### config.mk
export PLATFORM = sky130hd
export DESIGN_NAME = phase_timer_bank
export DESIGN_NICKNAME = d
export VERILOG_FILES = /design/src/rtl/phase_timer_bank.sv
export SDC_FILE = /design/constraint.sdc
export NUM_CORES = 1
export LEC_CHECK = 0
export ABC_AREA = 1
export CORE_UTILIZATION = 55
export DETAILED_ROUTE_END_ITERATION = 16
export GPL_TIMING_DRIVEN = 0
export PLACE_DENSITY = 0.75
export SETUP_SLACK_MARGIN = 0.15
export SYNTH_ARGS = -nofsm -noshare
export SYNTH_HDL_FRONTEND = slang
export SYNTH_SLANG_ARGS = --single-unit
### constraint.sdc
create_clock -name clk -period 1.75 [get_ports clk]
set_clock_uncertainty 0.05 [all_clocks]
set_input_delay 0.35 -clock clk [delete_from_list [all_inputs] [get_ports clk]]
set_output_delay 0.35 -clock clk [all_outputs]
set_load 0.1 [all_outputs]
### src/rtl/phase_timer_bank.sv
// phase_timer_bank: prescaled TS1/TS2/TS3 phase timers pacing the traffic controller state machine.
// Loads the one-hot selected duration, counts it down in ticks and pulses triggerNextEvent on expiry.
module phase_timer_bank #(
    parameter int PRESCALE  = 50_000_000,
    parameter int CNT_W     = 8,
    parameter int TS1_TICKS = 30,
    parameter int TS2_TICKS = 5,
    parameter int TS3_TICKS = 20
) (
    input  logic             clk,
    input  logic             resetN,
    input  logic [2:0]       enableCounters,
    output logic             triggerNextEvent,
    output logic [CNT_W-1:0] remaining,
    output logic [1:0]       activeTimer,
    output logic             illegalEnable
);
    localparam int PW = (PRESCALE > 1) ? $clog2(PRESCALE) : 1;
    localparam logic [PW-1:0] PRE_MAX = PW'(PRESCALE - 1);
    // Durations are truncated first, then a zero duration is promoted to one tick
    localparam logic [CNT_W-1:0] D1 = (CNT_W'(TS1_TICKS) == '0) ? CNT_W'(1) : CNT_W'(TS1_TICKS);
    localparam logic [CNT_W-1:0] D2 = (CNT_W'(TS2_TICKS) == '0) ? CNT_W'(1) : CNT_W'(TS2_TICKS);
    localparam logic [CNT_W-1:0] D3 = (CNT_W'(TS3_TICKS) == '0) ? CNT_W'(1) : CNT_W'(TS3_TICKS);

    typedef enum logic [1:0] {LOAD, RUN, FIRE} state_t;

    state_t           r_state, w_state;
    logic [PW-1:0]    r_pre, w_pre;
    logic [CNT_W-1:0] r_rem, w_rem;
    logic [1:0]       r_act, w_act;
    logic             r_trig, w_trig;
    logic             r_ill, w_ill;
    logic [2:0]       r_en, w_en;
    logic             w_tick;
    logic             w_onehot;
    logic [CNT_W-1:0] w_dur;
    logic [1:0]       w_code;

    assign w_tick   = (r_pre == PRE_MAX);
    assign w_onehot = $onehot(enableCounters);
    assign w_dur    = enableCounters[0] ? D1 : enableCounters[1] ? D2 : D3;
    assign w_code   = enableCounters[0] ? 2'd1 : enableCounters[1] ? 2'd2 : 2'd3;

    always_comb begin
        w_state = r_state;
        w_pre   = r_pre;
        w_rem   = r_rem;
        w_act   = r_act;
        w_trig  = 1'b0;
        w_ill   = r_ill;
        w_en    = r_en;
        case (r_state)
            LOAD: begin
                if (w_onehot) begin
                    w_rem   = w_dur;
                    w_act   = w_code;
                    w_pre   = '0;
                    w_ill   = 1'b0;
                    w_en    = enableCounters;
                    w_state = RUN;
                end else begin
                    w_ill = 1'b1;
                    w_act = 2'd0;
                    w_rem = '0;
                end
            end
            RUN: begin
                // A changed select abandons the phase even in a tick cycle
                if (enableCounters != r_en) begin
                    w_state = LOAD;
                    w_pre   = '0;
                end else begin
                    w_pre = w_tick ? '0 : r_pre + 1'b1;
                    if (w_tick && r_rem > CNT_W'(1)) begin
                        w_rem = r_rem - 1'b1;
                    end else if (w_tick && r_rem == CNT_W'(1)) begin
                        w_rem   = '0;
                        w_trig  = 1'b1;
                        w_state = FIRE;
                    end
                end
            end
            FIRE:    w_state = LOAD;
            default: w_state = LOAD;
        endcase
    end

    always_ff @(posedge clk or negedge resetN) begin
        if (!resetN) begin
            r_state <= LOAD;
            r_pre   <= '0;
            r_rem   <= '0;
            r_act   <= 2'd0;
            r_trig  <= 1'b0;
            r_ill   <= 1'b0;
            r_en    <= 3'd0;
        end else begin
            r_state <= w_state;
            r_pre   <= w_pre;
            r_rem   <= w_rem;
            r_act   <= w_act;
            r_trig  <= w_trig;
            r_ill   <= w_ill;
            r_en    <= w_en;
        end
    end

    assign triggerNextEvent = r_trig;
    assign remaining        = r_rem;
    assign activeTimer      = r_act;
    assign illegalEnable    = r_ill;
endmodule

* Word level (Yosys, flattened, before mapping)
Cells that the tools add are included.
Operators by class: bitwise gates (word level) 0, muxes and demuxes 24, reductions and logical operators 8, divide/modulo/power cells 0, multipliers 0, shifts and indexed selects 0, magnitude comparators 1, $add $sub $neg 4, equality and inequality tests 10
Operators by type and width (number):
- two-way mux 26 bit | 3
- case mux 26 bit (2 select lines) | 1
- adder 26 x 1 -> 26 bit (second input constant) | 1
- == test 26 bit (second input constant) | 1
- two-way mux 8 bit | 3
- case mux 8 bit (2 select lines) | 1
- two-way mux 5 bit | 3
- two-way mux 2 bit | 6
- inequality test 3 bit (second input constant) | 3
- == test 8 x 1 -> 1 bit (second input constant) | 1
- greater-than comparator 8 x 1 -> 1 bit (second input constant) | 1
- subtractor 8 x 1 -> 8 bit (second input constant) | 1
- two-way mux 1 bit | 6
- AND reduction 3 bit | 2
- == test 2 x 1 -> 1 bit (second input constant) | 2
- inequality test 2 bit (second input constant) | 2
- case mux 2 bit (2 select lines) | 1
- AND reduction 2 bit | 2
- inequality test 3 bit | 1
- adder 1 x 1 -> 2 bit | 1
- adder 2 x 1 -> 2 bit | 1
- logical AND 1 bit | 2
- zero test 2 bit | 1
- nonzero test 2 bit | 1
Storage, ports and cells: register bits after elaboration 43, memories kept 0, output and inout port bits 12, input bits 5, ROM bits 0, word-level logic and storage cells 54, memory bits (writable) 0, bits in latches 0

* Logic depth before layout (Yosys ltp)
Gate-level depths: netlist of run 1.
depth in word-level cells 6, mapped depth 14, gate-level depth less buffers 14

* Least setup slack after synthesis of run 1
OpenSTA, ideal clock, no wires.
path type register to register, from register r_rem[0] (netlist: remaining[0]), to register r_rem[4] (netlist: remaining[4]), path buffers 0, data required time 1.579 ns, stages on the path, launching flop included 11, setup slack -0.542 ns, library setup time 0.121 ns, arrival 2.121 ns, period minus slack after synthesis 2.292 ns, cell sequence dfrtp_1 -> inv_1 -> ha_1 -> nand2_1 -> nand2_1 -> nand3_1 -> nand3_2 -> nand2_2 -> nand2_4 -> nand3_1 -> nand2_1
Between the ends: word-level cells in the longest chain between the ends 5, elaborated cells between the ends (all ways) 10, classes of those cells 1 x add/sub; 1 x order compare; 2 x eq/ne; 3 x mux; 3 x reduce/logical
Ends and longest elaborated chain:
- from (decl) | RTL line 29 | logic [CNT_W-1:0] r_rem, w_rem;
- from (signal assigned) | RTL line 100 | r_rem <= w_rem;
- greater-than comparator 8 x 1 -> 1 bit | RTL line 74 | if (w_tick && r_rem > CNT_W'(1)) begin
- logical AND 1 bit | RTL line 74
- two-way mux 8 bit | RTL line 74
- two-way mux 8 bit | RTL line 69 | if (enableCounters != r_en) begin
- case mux 8 bit (2 select lines) | RTL line 52 | case (r_state)
Several ways; a longest one is shown, not always the timed one. The select of a mux whose other input is x is not followed. A chain may end at the register's enable or synchronous reset.

* Final worst setup path of run 1
from input enableCounters[2], to register r_pre[16]
Between the ends: word-level cells in the longest chain between the ends 4, elaborated cells between the ends (all ways) 7, classes of those cells 1 x add/sub; 3 x eq/ne; 2 x mux; 1 x reduce/logical
Ends and longest elaborated chain:
- from (decl) | RTL line 12 | input logic [2:0] enableCounters,
- adder 2 x 1 -> 2 bit (implied by the code) | RTL line 40 | assign w_onehot = $onehot(enableCounters);
- == test 2 x 1 -> 1 bit | RTL line 40
- inequality test 2 bit (no line)
- AND reduction 2 bit (no line)
- to (signal assigned) | RTL line 99 | r_pre <= w_pre;
- to (decl) | RTL line 28 | logic [PW-1:0] r_pre, w_pre;
Several ways; a longest one is shown, not always the timed one.

==> run metrics, run 1 <==
run status finished with violations; failing checks setup timing; clk_lat worst skew roughly 300 ps; combinational family with the most area after synthesis simple AND/OR/NAND/NOR gates; path category of the worst min-delay check input port to register; DRC violation count after routing 0; detailed-route via count 2,783; power per standard cell area about 810 nW/um2; average wire per standard cell 14.6 um; final hold slack 272 ps; placed inst area around 3100 um2; aggregate global routing overflow 0; port bufs 16; CP Capture Type register; initial standard-cell utilization of the core about 58%; fraction of final layout cells sized beyond drive strength 1 between 30% and 40%; adder and majority gate portion of the synthesized area between 2 and 2.5%; clock tree from TritonCTS yes; crit path kind input port to register; Synth Register Bits between 40 and 50; cell with the largest stage delay on the worst path fa_1; proportion of netlist area held by the largest area contributor between 30% and 40%; least setup slack across all paths after layout -56.3 ps; first-pass GRT wire length around 12,000 um; leading post-synthesis cells by cell area dfrtp_1 38%, nand2_1 15%, nor2_1 9.3%; Filler Cell Count around 340; Mapped Nets roughly 400; total negative slack for setup checks -91.2 ps; total global-route track usage between 20% and 30%; post-synthesis cell type with the largest combined area dfrtp_1; final WL 7550 um; leakage power between 0.0015 and 0.002 uW; multiplexer share of the synthesized area 0%; hold path start enableCounters[0]; simple-gate share of the synthesized area a little over two fifths; n_diodes 0; Slew Limit Fails 0; dpl cells between 400 and 500; number of global-route vias before repair 2,515; Inserted Clock Buffers 5; unrepaired setup endpoints after global routing true; total of warnings raised by yosys 0; pin count of the biggest net entering global routing 28; startpoint class of the critical path input port; critical path peak fanout 6; die outline width between 70 and 80 um; deepest clock path buffer count 2; Worst path max stage delay roughly 480 ps; switching share of power a little under two fifths; Root Buffer clkbuf_8; post-synthesis to final-layout area growth 34.6%; most frequent standard cell in the layout excluding fill and tap cells nand2_1; RD Place Congestion approximately 0.93; drt first-iter violations ~220; Synth cell types 33; Final Non-Filler Cells 518; area of the mapped netlist about 2800 um2; Final Hold Vio Count 0; fraction of power consumed by the clock network 26.9%; CP arrival 1990 ps; number of clock sinks seen by CTS between 40 and 50; Die H about 73 um; final cell utilization of the core between 70% and 80%; Flop pwr share between 30% and 40%; number of standard cells after synthesis 394; standard-cell rows 25; number of endpoints failing setup at the final stage 3; critical register-to-register path startpoint r_state[1]$_DFFE_PN0P_; combinational cell fraction of total power about 36%; first drt pass iteration count 5; floorplan core area ~4800 um2; post-synthesis xor/xnor area fraction roughly 4.7%; mean instance size in the synthesized netlist 7.10 um2; fmax between 500 and 600 MHz; DIE AREA roughly 5400 um2; number of primary I/O pins 17; internal power contribution about 1900 uW; clock transition at the registers of the reported paths around 80 ps; worst setup path startpoint enableCounters[2]; shortest period the worst path allows ~1800 ps; maximum level of the CTS H-tree 2; fraction of the mapped netlist area in compound gates under 10%; highest-count cells in the layout ignoring fill and taps 98 x nand2_1, 54 x nor2_1, 34 x inv_1, 34 x dfrtp_1, 26 x buf_4; antenna violations before repair 0; Max-slew headroom between 60% and 70%; sequence of cells on the critical path buf_8, inv_4, fa_1, nor2_2, nand2_2, nand2_4, buf_8, nand4_1, o21ai_1, o21ai_1, nor2_1; ratio of final minimum period to clock period 103%; net switching power between 1000 and 1500 uW; Peak VDD IR between 0.7 and 0.8 mV; MaxCap Viol Count 0; Design Area, Final roughly 3800 um2; Worst Path Required ~1900 ps; antenna viol nets, final 0; sequential fraction of the synthesis area between 30% and 40%; dpl hpwl slightly below 5000 um; slew at the pin with the worst max-slew slack about 510 ps; Nets roughly 460; vias per inst 5.37
final timing paths:
| check | endpoint | slack (ps) | cells past startpoint |
|---|---|---|---|
| setup reg to reg | r_pre[16]$_DFFE_PN0P_ | -10 | 8 |
| setup / recovery | r_pre[16]$_DFFE_PN0P_ | -60 | 11 |
| hold reg to reg | activeTimer[0]$_DFFE_PN0P_ | 440 | 2 |
| min in group asynchronous | r_pre[7]$_DFFE_PN0P_ | 450 | 2 |
| max in group asynchronous | activeTimer[0]$_DFFE_PN0P_ | 710 | 3 |
| hold / removal | r_en[0]$_DFFE_PN0P_ | 270 | 3 |
per-layer routing:
layer	track usage (%)	routed length, um
met5	0	0
met4	7.48	125
met3	4.12	475
met2	45.4	3530
met1	42.6	3410
flip-flops by register name (all words and copies together), names as in the netlist:
| signal | flops |
|---|---|
| remaining | 8 |
| r_state | 2 |
| r_pre | 26 |
| r_en | 3 |
| illegalEnable | 1 |
| activeTimer | 2 |
| triggerNextEvent | 1 |
power groups by stage:
stage,Combinational (uW),Sequential (uW),Clock [uW]
finish,1100,1140,824
global route,1180,1150,864
CTS,1050,1130,833
detailed placement,885,1150,0
global placement,871,1150,0
floorplan,476,1350,0
worst max-delay path: cells and delay by family:
kind,cells,cell delay [ps]
adders and majority gates,1,480
and+or+nand+nor,5,630
AOI/OAI and AO/OA,2,270
buffers and inverters,3,260
final cells by class:
cell class | instances | area, um2 | share of cell area [%]
Multi-Input combinational cell | 303 | 1810 | 48.1
Sequential cell | 43 | 1100 | 29.2
Timing Repair Buffer | 49 | 433 | 11.5
Inverter | 44 | 183 | 4.85
Tap cell | 67 | 83.8 | 2.23
Clock buffer | 6 | 82.6 | 2.19
Buffer | 4 | 37.5 | 0.997
Clock inverter | 2 | 35.0 | 0.931
synthesized netlist by cell type (all sizes together):
master  number
a21oi        6
ha           3
o21a         1
inv         44
xor2        10
and3         2
nand2      126
nand3       32
o21ai       11
o22ai        1
fa           1
nand4        9
nor3        14
nor4         1
a31oi        1
buf          3
xnor2        5
nor3b        1
dfrtp       43
nand3b       1
a21boi       1
clkbuf       2
nor2        76
repair_timing:
action / in CTS / in global routing
hold endpoints to repair: 16 / 0
buffers inserted: 23 / 7
setup endpoints to repair: 53 / 41
gates cloned: 2 / 0
hold buffers: 1 / 0
gates resized for setup: 137 / 23
pin swaps: 25 / 12
per-stage QoR:
step | setup WS, ps | power [uW]
2_1_floorplan | -52.1 | 1820
3_3_place_gp | -1140 | 2020
3_5_place_dp | -962 | 2040
4_1_cts | -25.0 | 3020
5_1_grt | -141 | 3190
6_report | -56.3 | 3060
kinds of logic (layout without fill, tap and decap cells):
group / Yosys count / count (layout)
AO/OA/AOI/OAI: 21 / 21
adder cells (fa/ha/maj): 4 / 4
AND/OR/NAND/NOR: 262 / 263
buffers and inverters: 49 / 105
XOR/XNOR: 15 / 15
flip-flops: 43 / 43
(Power assumes the default switching activity.)
==> inputs of run 2 (changes only) <==
--- a/config.mk
+++ b/config.mk
@@ -11,6 +11,7 @@
 export GPL_TIMING_DRIVEN = 0
 export PLACE_DENSITY = 0.75
 export SETUP_SLACK_MARGIN = 0.15
+export SLEW_MARGIN = 20
 export SYNTH_ARGS = -nofsm -noshare
 export SYNTH_HDL_FRONTEND = slang
 export SYNTH_SLANG_ARGS = --single-unit
==> constraint.sdc (replaced) <==
create_clock -name clk -period 2.25 [get_ports clk]
set_clock_uncertainty 0.05 [all_clocks]
set_input_delay 0.45 -clock clk [delete_from_list [all_inputs] [get_ports clk]]
set_output_delay 0.45 -clock clk [all_outputs]
set_load 0.1 [all_outputs]
==> run metrics, run 2 (synthesis results as in run 1) <==
n_diodes 0 (unchanged); DIE AREA 5370 um2 (unchanged); max FFs per register 26 (unchanged); clock transition at the registers of the reported paths 90 ps (was 80 ps); leakage power 0.00156 uW (was 0.00178 uW); total power after layout 2080 uW (was 3060 uW); number of buffers and inverters on the critical path 1 (was 3); CP Capture Type output pin (was register); met2 GRT Util 39.3% (was 45.4%); clock tree from TritonCTS yes (unchanged); maximum level of the CTS H-tree 2 (unchanged); standard-cell rows 25 (unchanged); aggregate global routing overflow 0 (unchanged); number of hold-repair buffers added at the cts stage 0 (was 1); ratio of final minimum period to clock period between 90% and 100%; sequence of cells on the critical path clkdlybuf4s15_1 (was buf_8, inv_4, fa_1, nor2_2, nand2_2, nand2_4, buf_8, nand4_1, o21ai_1, o21ai_1, nor2_1); total global-route track usage 26.6% (was 29.1%); register ranked first by flip-flop count r_pre (unchanged); deepest clock path buffer count 2 (unchanged); fraction of final layout cells sized beyond drive strength 1 16.5% (was 33.3%); port bufs 16 (unchanged); crit path kind register to output pin (was input port to register); Worst path max stage delay 830 ps (was 480 ps); total negative slack for setup checks 0 ps (was -91.2 ps); Die H 73.3 um (unchanged); number of global-route vias before repair 2,310 (was 2,515); Filler Cell Count 435 (was 336); Largest delay share family, worst path buffers and inverters (was simple AND/OR/NAND/NOR gates); Inserted Clock Buffers 5 (unchanged); startpoint class of the critical path register (was input port); DRC violation count after routing 0 (unchanged); path category of the worst min-delay check input port to asynchronous set/reset pin (was input port to register); Root Buffer clkbuf_8 (unchanged); average wire per standard cell 13.0 um (was 14.6 um); run status finished clean (was finished with violations); antenna viol nets, final 0 (unchanged); CP arrival 1540 ps (was 1990 ps); cell with the largest stage delay on the worst path clkdlybuf4s15_1 (was fa_1); Global Route met1 Usage 38.5% (was 42.6%); unrepaired setup endpoints after global routing true (unchanged); initial standard-cell utilization of the core 58.1% (unchanged); Peak VDD IR 0.423 mV (was 0.701 mV); first drt pass iteration count 5 (unchanged); Slew Limit Fails 0 (unchanged); first-pass GRT wire length 10,700 um (was 11,900 um); fmax about 490 MHz; final WL 6480 um (was 7550 um); drt first-iter violations 202 (was 224); MaxCap Viol Count 0 (unchanged); slew at the pin with the worst max-slew slack 956 ps (was 513 ps); pin count of the biggest net entering global routing 27 (was 28); most frequent standard cell in the layout excluding fill and tap cells nand2_1 (unchanged); Final Hold Vio Count 0 (unchanged); shortest period the worst path allows 2040 ps; Worst Path Required 1750 ps (was 1930 ps); die outline width 73.3 um (unchanged); Max-slew headroom 36.5% (was 66.2%); clk_lat worst skew 310 ps (was 300 ps); post-synthesis to final-layout area growth 16.2% (was 34.6%); RD Place Congestion 0.988 (was 0.931); number of clock sinks seen by CTS 43 (unchanged); highest-count cells in the layout ignoring fill and taps 113 x nand2_1, 65 x nor2_1, 41 x dfrtp_1, 39 x inv_1, 28 x nand3_1 (was 98 x nand2_1, 54 x nor2_1, 34 x inv_1, 34 x dfrtp_1, 26 x buf_4); Most Used Layer, Global Route met2 (unchanged); number of primary I/O pins 17 (unchanged); power per standard cell area 642 nW/um2 (was 814 nW/um2); vias per inst 5.25 (was 5.37); antenna violations before repair 0 (unchanged); floorplan core area 4820 um2 (unchanged); number of endpoints failing setup at the final stage 0 (was 3); met3 usage 6.04% (was 4.12%); least setup slack across all paths after layout 212 ps (was -56.3 ps); dpl hpwl 4860 um (was 4890 um); Nets 438 (was 459); post-placement worst setup slack -673 ps (was -962 ps); critical path peak fanout 4 (was 6); detailed-route via count 2,607 (was 2,783); final hold slack 19.5 ps (was 272 ps)
-- run 2: power breakdown --
group / switching [uW] / total (uW) / internal (uW)
Clock: 289 / 505 / 216
Sequential: 44.0 / 871 / 827
Combinational: 500 / 708 / 208
-- run 2: final timing paths --
path / from / endpoint / slack (ps) / cells after the start
max: remaining[0]$_DFFE_PN0P_ / remaining[0] / 210 / 1
min: resetN / r_pre[13]$_DFFE_PN0P_ / 20 / 1
max reg2reg: remaining[0]$_DFFE_PN0P_ / remaining[4]$_DFFE_PN0P_ / 400 / 11
max in group asynchronous: resetN / r_pre[5]$_DFFE_PN0P_ / 1640 / 2
min in group clk: enableCounters[0] / activeTimer[1]$_DFFE_PN0P_ / 360 / 2
min reg2reg: activeTimer[1]$_DFFE_PN0P_ / activeTimer[1]$_DFFE_PN0P_ / 440 / 2
-- run 2: through the flow --
stage / utilization [%] / instances / cell area [um2]
finish: 67.4 / 497 / 3250
global route: 67.4 / 497 / 3250
CTS: 66.2 / 488 / 3190
detailed placement: 63.5 / 478 / 3060
global placement: 63.2 / 477 / 3040
floorplan: - / 394 / 2800
-- run 2: per-layer routing --
| metal | part of all wire, % | vias up |
|---|---|---|
| li1 | - | 1310 |
| met3 | 5.7 | 6 |
| met4 | 1.1 | 0 |
| met2 | 45 | 73 |
| met1 | 48 | 1218 |
| met5 | 0 | - |
-- run 2: area by class of cell --
class | count | area (um2) | share of cell area, %
Buffer | 5 | 38.8 | 1.19
Sequential cell | 43 | 1080 | 33.2
Clock inverter | 3 | 20.0 | 0.616
Timing Repair Buffer | 28 | 229 | 7.05
Multi-Input combinational cell | 302 | 1560 | 48.2
Tap cell | 67 | 83.8 | 2.58
Clock buffer | 5 | 68.8 | 2.12
Inverter | 44 | 165 | 5.08
-- run 2: repair_timing --
action                                  in CTS  in global routing
pin swaps                                    6                  8
gates resized for setup                     38                 15
buffers inserted                             2                  9
endpoints found under the setup margin      43                 20
==> inputs of run 3 (changes only) <==
--- a/config.mk
+++ b/config.mk
@@ -6,10 +6,9 @@
 export NUM_CORES = 1
 export LEC_CHECK = 0
 export ABC_AREA = 1
-export CORE_UTILIZATION = 55
+export CORE_UTILIZATION = 40
 export DETAILED_ROUTE_END_ITERATION = 16
 export GPL_TIMING_DRIVEN = 0
-export PLACE_DENSITY = 0.75
 export SETUP_SLACK_MARGIN = 0.15
 export SLEW_MARGIN = 20
 export SYNTH_ARGS = -nofsm -noshare
==> run metrics, run 3 (synthesis results as in run 1) <==
run status finished with violations (was finished clean); failing checks DRC; aggregate global routing overflow 0 (unchanged); fmax 489 MHz (was 491 MHz); clock transition at the registers of the reported paths 90 ps (about the same); sequence of cells on the critical path dlygate4sd2_1 (was clkdlybuf4s15_1); crit path kind register to output pin (unchanged); most frequent standard cell in the layout excluding fill and tap cells nand2_1 (unchanged); Largest delay share family, worst path buffers and inverters (unchanged); clock tree from TritonCTS yes (unchanged); worst setup slack for register-to-register paths 400 ps (about the same); average wire per standard cell 12.9 um (was 13.0 um); deepest clock path buffer count 2 (unchanged); slew at the pin with the worst max-slew slack 952 ps (was 956 ps); shortest period the worst path allows 2050 ps (was 2040 ps); first-pass GRT wire length 11,300 um (was 10,700 um); Worst path max stage delay 860 ps (was 830 ps); final WL 6560 um (was 6480 um); port bufs 16 (unchanged); antenna violations before repair 0 (unchanged); Slew Limit Fails 0 (unchanged); number of clock sinks seen by CTS 43 (unchanged); die outline width 85.6 um (was 73.3 um); max layer used met4 (unchanged); fraction of final layout cells sized beyond drive strength 1 16.4% (was 16.5%); DRC violation count after routing 1 (was 0); RD Place Congestion 0.910 (was 0.988); Filler Cell Count 691 (was 435); highest-count cells in the layout ignoring fill and taps 113 x nand2_1, 65 x nor2_1, 41 x dfrtp_1, 39 x inv_1, 27 x nand3_1 (was 113 x nand2_1, 65 x nor2_1, 41 x dfrtp_1, 39 x inv_1, 28 x nand3_1); critical path peak fanout 4 (unchanged); post-synthesis to final-layout area growth 18.4% (was 16.2%); Nets 436 (was 438); terminus of the critical flop-to-flop path remaining[4]$_DFFE_PN0P_ (unchanged); Inserted Clock Buffers 5 (unchanged); CP arrival 1550 ps (was 1540 ps); initial standard-cell utilization of the core 41.4% (was 58.1%); ratio of final minimum period to clock period 91.0% (was 90.6%); Peak VDD IR 0.480 mV (was 0.423 mV); number of buffers and inverters on the critical path 1 (unchanged); Die H 85.6 um (was 73.3 um); detailed-route via count 2,543 (was 2,607); Root Buffer clkbuf_8 (unchanged); MaxCap Viol Count 0 (unchanged); floorplan core area 6760 um2 (was 4820 um2); Design Area, Final 3310 um2 (was 3250 um2); register ranked first by flip-flop count r_pre (unchanged); met3 routed wirelength 285 um (was 368 um); maximum level of the CTS H-tree 2 (unchanged); routed length on met1 3300 um (was 3110 um); path category of the worst min-delay check input port to asynchronous set/reset pin (unchanged); standard-cell rows 30 (was 25); logic depth of the worst register-to-register path 11 (unchanged); leakage power 0.00160 uW (was 0.00156 uW); Final Hold Vio Count 0 (unchanged); Worst Path Required 1750 ps (about the same); number of primary I/O pins 17 (unchanged); n_diodes 0 (unchanged); number of global-route vias before repair 2,442 (was 2,310); power per standard cell area 687 nW/um2 (was 642 nW/um2); startpoint class of the critical path register (unchanged); DIE AREA 7330 um2 (was 5370 um2); number of endpoints failing setup at the final stage 0 (unchanged); wire length on met2 2920 um (was 2930 um); first drt pass iteration count 11 (was 5); total global-route track usage 19.5% (was 26.6%); final cell utilization of the core 49.0% (was 67.4%); vias per inst 5.01 (was 5.25); clk_lat worst skew 290 ps (was 310 ps); antenna viol nets, final 0 (unchanged); critical register-to-register path startpoint remaining[0]$_DFFE_PN0P_ (unchanged); placed inst area 3070 um2 (was 3060 um2); dpl hpwl 5020 um (was 4860 um); Max-slew headroom 36.8% (was 36.5%); CP Capture Type output pin (unchanged); cell with the largest stage delay on the worst path dlygate4sd2_1 (was clkdlybuf4s15_1); pin count of the biggest net entering global routing 24 (was 27); max FFs per register 26 (unchanged); drt first-iter violations 182 (was 202); unrepaired setup endpoints after global routing false (was true)
run 3: changes by cell type in the layout (fill, tap and decap cells not counted), sizes merged:
cell,previous run,this run
dlygate4sd2,4,6
clkinv,1,0
buf,16,15
clkinvlp,2,0
clkbuf,13,14
clkdlybuf4s15,5,2
bufinv,0,2
run 3: where the power goes:
part	internal (uW)	switching, uW	leakage [uW]	total [uW]
clock network	444	272	0.0000654	716
registers	827	44.1	0.000584	871
logic	198	490	0.000954	688
total	1470	806	0.00160	2280
run 3: worst max path at each step:
stage	start	endpoint	slack, ps	depth (start not counted)
after detailed placement	enableCounters[0]	r_pre[25]$_DFFE_PN0P_	-720	13
after floorplan	remaining[3]$_DFFE_PN0P_	remaining[4]$_DFFE_PN0P_	210	9
final	remaining[1]$_DFFE_PN0P_	remaining[1]	200	1
after CTS	remaining[7]$_DFFE_PN0P_	remaining[7]	160	1
after global placement	resetN	remaining[0]$_DFFE_PN0P_	-720	1
after global routing	remaining[1]$_DFFE_PN0P_	remaining[1]	150	1
run 3: layout make-up:
type	instances	area, um2	area share, %
inverter	44	165	4.99
multi-input combinational	302	1580	47.8
timing repair buffer	26	213	6.42
clock inverter	2	60.1	1.81
tap	80	100	3.02
clock buffer	6	72.6	2.19
sequential	43	1080	32.6
buffer	5	38.8	1.17
run 3: per-layer routing:
| layer | vias up | GRT usage, % |
|---|---|---|
| li1 | 1307 | - |
| met1 | 1180 | 27.2 |
| met2 | 50 | 32.4 |
| met3 | 6 | 2.41 |
| met4 | 0 | 4.70 |
| met5 | - | 0 |
run 3: through the flow:
stage / hold slack [ps] / worst slack (ps) / power (uW) / std cells / setup TNS [ps]
after detailed placement: 403 / -717 / 1560 / 491 / -15050
final: 71.1 / 203 / 2280 / 508 / 0
after CTS: 82.9 / 156 / 2280 / 501 / 0
after global placement: 421 / -725 / 1550 / 490 / -38970
after global routing: 96.4 / 153 / 2410 / 508 / 0
after floorplan: 104 / 211 / 1390 / 394 / 0
run 3: what timing repair did:
action                                  4_1_cts  5_1_grt
endpoints found under the setup margin       47       24
pin swaps                                     4       14
hold buffers                                  0        0
gates resized for setup                      39       20
setup buffers                                 2        7
